===== src/rtl/arm_alu.sv =====
// arm_alu: 32-bit ADD/SUB/AND/ORR ALU with NZCV flags,
// stored flag registers and condition-field evaluation.
module arm_alu #(
  parameter int WIDTH = 32
) (
  input  logic             clk,
  input  logic             reset,
  input  logic [WIDTH-1:0] src_a,
  input  logic [WIDTH-1:0] src_b,
  input  logic [1:0]       alu_control,
  input  logic [1:0]       flag_w,
  input  logic [3:0]       cond,
  output logic [WIDTH-1:0] alu_result,
  output logic [3:0]       alu_flags,
  output logic [3:0]       flags,
  output logic             cond_ex
);

  logic [WIDTH-1:0] w_b_eff;
  logic [WIDTH:0]   w_sum;
  logic             w_arith;
  logic             w_n;
  logic             w_z;
  logic             w_c;
  logic             w_v;
  logic [1:0]       r_nz;
  logic [1:0]       r_cv;
  logic             w_fn;
  logic             w_fz;
  logic             w_fc;
  logic             w_fv;

  // SUB reuses the adder with inverted B and carry-in of 1
  assign w_b_eff = alu_control[0] ? ~src_b : src_b;
  assign w_sum   = {1'b0, src_a} + {1'b0, w_b_eff}
                 + {{WIDTH{1'b0}}, alu_control[0]};
  assign w_arith = ~alu_control[1];

  always_comb begin
    alu_result = '0;
    case (alu_control)
      2'b00:   alu_result = w_sum[WIDTH-1:0];
      2'b01:   alu_result = w_sum[WIDTH-1:0];
      2'b10:   alu_result = src_a & src_b;
      default: alu_result = src_a | src_b;
    endcase
  end

  assign w_n = alu_result[WIDTH-1];
  assign w_z = (alu_result == '0);
  assign w_c = w_arith & w_sum[WIDTH];
  assign w_v = w_arith
             & (src_a[WIDTH-1] == w_b_eff[WIDTH-1])
             & (w_sum[WIDTH-1] != src_a[WIDTH-1]);

  assign alu_flags = {w_n, w_z, w_c, w_v};

  always_ff @(posedge clk or posedge reset) begin
    if (reset) begin
      r_nz <= 2'b00;
      r_cv <= 2'b00;
    end else begin
      if (flag_w[1] & cond_ex) r_nz <= alu_flags[3:2];
      if (flag_w[0] & cond_ex) r_cv <= alu_flags[1:0];
    end
  end

  assign flags = {r_nz, r_cv};
  assign w_fn  = r_nz[1];
  assign w_fz  = r_nz[0];
  assign w_fc  = r_cv[1];
  assign w_fv  = r_cv[0];

  always_comb begin
    cond_ex = 1'b0;
    case (cond)
      4'b0000: cond_ex = w_fz;
      4'b0001: cond_ex = ~w_fz;
      4'b0010: cond_ex = w_fc;
      4'b0011: cond_ex = ~w_fc;
      4'b0100: cond_ex = w_fn;
      4'b0101: cond_ex = ~w_fn;
      4'b0110: cond_ex = w_fv;
      4'b0111: cond_ex = ~w_fv;
      4'b1000: cond_ex = w_fc & ~w_fz;
      4'b1001: cond_ex = ~(w_fc & ~w_fz);
      4'b1010: cond_ex = (w_fn == w_fv);
      4'b1011: cond_ex = (w_fn != w_fv);
      4'b1100: cond_ex = ~w_fz & (w_fn == w_fv);
      4'b1101: cond_ex = ~(~w_fz & (w_fn == w_fv));
      4'b1110: cond_ex = 1'b1;
      default: cond_ex = 1'b0;
    endcase
  end

endmodule


===== config.mk =====
export PLATFORM = sky130hd
export DESIGN_NAME = arm_alu
export DESIGN_NICKNAME = d
export VERILOG_FILES = /design/src/rtl/arm_alu.sv
export SDC_FILE = /design/constraint.sdc
export NUM_CORES = 1
export LEC_CHECK = 0
export CORE_ASPECT_RATIO = 0.8
export CORE_MARGIN = 1
export CORE_UTILIZATION = 40
export DETAILED_ROUTE_END_ITERATION = 8
export GPL_ROUTABILITY_DRIVEN = 0
export PLACE_DENSITY = 0.71
export SETUP_SLACK_MARGIN = 0.4
export SYNTH_ARGS = -nofsm -noshare
export SYNTH_HDL_FRONTEND = slang
export SYNTH_SLANG_ARGS = --single-unit
export TNS_END_PERCENT = 100

===== constraint.sdc =====
create_clock -name clk -period 15.1 [get_ports clk]
set_input_delay 4.53 -clock clk [delete_from_list [all_inputs] [get_ports clk]]
set_output_delay 4.53 -clock clk [all_outputs]
set_load 0.1 [all_outputs]

==> metrics.md <==
| Metric | Value |
|---|---|
| Status | completed |
| Clk pin slew, worst setup/hold paths | 30 ps |
| # fillers | 800 |
| Layout Cells excl Fill | 701 |
| Critical path class | input port to output port |
| Largest net degree at the start of global routing | 61 |
| Peak VDD IR | about 0.000064 V |
| Post-synth top area cell | ha_1 |
| Slowest CP cell | clkdlybuf4s50_1 |
| Startpoint types | input port |
| P_int | 0.159 mW |
| Yosys warns | 0 |
| Critical-path cell list | buf_2, buf_4, xor2_1, ha_1, nand2_1, o221ai_1, and3_1, o21ai_1, a2111o_1, and3b_1, o31ai_2, clkdlybuf4s50_1 |
| Skew final | 2.69 ps |
| Fin crit period | 13550 ps |
| Dpl ws | 1590 ps |
| Bufs and invs on worst path | 3 |
| FMAX | 0.0738 GHz |
| Post-route cell area | 4790 sq um |
| MaxCap Viol Count | 0 |
| Global route total overflow | 0 |
| Hold Path Class | flip-flop to flip-flop |
| Vias | ~4.2k |
| R2R depth | 6 |
| Syn avg cell area | 7.14 sq um |
| DR DRC count | 0 |
| Tcrit/Tclk final | 89.7% |
| Total power draw | approximately 0.46 mW |
| Routed Antenna Nets | 0 |
| Avg WL per Cell | 16.5 microns |
| CTS Buffer Depth | 2 |
| All-Layer GR Usage | 24.0% |
| Via density | around 6.0 |
| Yosys reg bits | 4 |
| Fin util | 55.9% |
| DP Wirelength | 9540 microns |
| Crit path largest cell delay | 1210 ps |
| Worst-skew pair later-pin latency | 220 ps |
| Rel. slew slack | 33.9% |
| CTS-repair resized insts | 0 |
| CTS sink cnt | 4 |
| Final Hold Fails | 0 |
| Final WL | 11600 microns |
| Post-synth EDFFs | 0 |
| Sequential power share | 3.9% |
| Hold depth | 2 |
| Top cells by area, synth | ha_1, xor2_1, maj3_1 |
| Number of post-CTS setup repair buffers | 0 |
| Final setup margin | around 1600 ps |
| Worst-margin pin slew | 988 ps |
| Unrepaired setup endpoints after global routing | false |
| Antenna Cells | 0 |
| Syn_nets | 611 |
| Port bufs | 114 |
| Initial Util | 41.6% |
| Required time of the critical path | about 11000 ps |
| Placed Cells | 698 |
| Htree depth | 1 |
| 1st-iter DRT viols | about 350 |
| Synth cell types | 80 |
| WP data arrival | 9020 ps |
| First-pass GRT wire length | 18100 microns |
| Initial antenna violation count | 0 |
| Area share of the largest cell type after synthesis | roughly 13% |
| I/O pin total | 115 |
| Nets | 703 |
| Max Slew Vio Count | 0 |
| Core area | 8560 sq um |
| Static Leak | about 1.9 nW |
| Worst Hold Slack | roughly 570 ps |
| Vias in the first global route | roughly 3.7k |
| Logic pwr share | 91.0% |
| Layout area overhead | 34.3% |
| Crit path capture type | output port |
| Synth Instances | 499 |
| CTS tree | yes |
| Cts hold-fix bufs | 0 |
| Clock power frac | under 10% |
| Pre-antenna DRT Iters | 5 |
| Row count | 30 |
| Sw Pwr | 0.300 mW |
| Pwr dens | 96.0 nW/um^2 |
| Die width | around 110 microns |
| Die Footprint | 9290 sq um |
| Synth Flop Type | dfrtp_1 |
| Cell depth of the worst setup path | 12 |
| CP Max Fanout | 26 |
| Setup tns final | 0 ps |
| Number of CTS-inserted buffers | 3 |
| Setup violators final | 0 |
| Sw Ratio | 65.4% |
| Seq/Total Area, Yosys | under 10% |
| Layout cells sized above 1 | 7.30% |
| CTS root buf | clkbuf_8 |
| Cell family with most CP delay | buffers and inverters |
| Chip height | 86.4 microns |
| Mapped Area | approximately 3600 sq um |
| DP Area | 4740 sq um |
| Async set-or-reset flop fraction in the synthesized netlist | 100% |
==> registers in the layout (all words and copies together) (netlist names) <==
| name | flops |
|---|---|
| r_cv | 2 |
| r_nz | 2 |
==> cells in the mapped netlist, types with 6 or more instances <==
| master | n |
|---|---|
| xnor2_1 | 8 |
| nand2_1 | 54 |
| ha_1 | 37 |
| buf_2 | 9 |
| o21a_1 | 7 |
| nor3_1 | 10 |
| a21oi_1 | 42 |
| clkbuf_1 | 12 |
| o21ai_1 | 6 |
| a21o_1 | 11 |
| nor2_1 | 41 |
| maj3_1 | 28 |
| nand4_1 | 11 |
| inv_1 | 15 |
| o21ai_0 | 28 |
| o31ai_1 | 7 |
| o211ai_1 | 6 |
| xor2_1 | 41 |
==> layer usage <==
| metal | wire, microns | vias up | part of all wire [%] | track usage [%] |
|---|---|---|---|---|
| met2 | 4840 | 227 | 42 | 36.8 |
| met4 | 112 | 0 | 0.97 | 2.12 |
| met3 | 1130 | 12 | 9.8 | 3.46 |
| met1 | 5470 | 1908 | 47 | 36.2 |
| met5 | 0 | - | 0 | 0 |
| li1 | - | 2059 | - | - |
==> worst reg2reg max path: cells and delay by family (launching register included) <==
family,cells,cell delay [ps]
xor+xnor,1,270
flops,1,410
buf+inv,1,60
mux,2,770
compound gates,1,80
simple gates,1,170
==> layout make-up <==
cell class	count	area [sq um]	area share, %
Tap cell	112	140	2.93
Timing Repair Buffer	117	1150	24.1
Clock buffer	3	41.3	0.863
Multi-Input combinational cell	449	3290	68.8
Sequential cell	4	100	2.09
Inverter	16	60.1	1.25
==> power groups by stage <==
stage	clock, mW	combinational, mW	sequential (mW)
2_1_floorplan	0	0.292	0.0389
3_3_place_gp	0	0.410	0.0175
4_1_cts	0.0240	0.415	0.0177
6_report	0.0232	0.418	0.0180
3_5_place_dp	0	0.413	0.0178
5_1_grt	0.0249	0.440	0.0184
==> placed cells by master, fill, tap and decap left out, types with 4 or more instances in the layout <==
cell type and n:
clkdlybuf4s50_1 111, nand2_1 54, a21oi_1 42, nor2_1 41
xor2_1 41, ha_1 37, maj3_1 28, o21ai_0 23
inv_1 15, nand4_1 11, o21ai_1 11, a21o_1 11
nor3_1 10, xnor2_1 8, o31ai_2 7, o21a_1 7
o211ai_1 6, a221oi_1 5, and3_1 5, nor4_1 5
a31oi_1 4, a211oi_1 4, o21bai_1 4, mux2_2 4
buf_4 4, dfrtp_1 4
==> final timing paths <==
path,start,end,slack (ps)
max,alu_control[0],alu_result[31],1550
max reg2reg,r_cv[0],r_cv[0],13220
max in group asynchronous,reset,r_cv[1],10430
min reg2reg,r_cv[1],r_cv[1],570
min in group asynchronous,reset,r_cv[0],4510
min,r_cv[1],r_cv[1],570
==> kinds of logic after synthesis <==
| family | count (synthesis) | share of synthesized area [%] |
|---|---|---|
| fa+ha+maj | 66 | 21.4 |
| xor+xnor | 49 | 12.0 |
| compound gates | 164 | 32.1 |
| flops | 4 | 2.81 |
| simple gates | 161 | 22.6 |
| buf+inv | 46 | 5.62 |
| mux | 9 | 3.37 |
No activity file was read; power rests on OpenSTA's default activity.
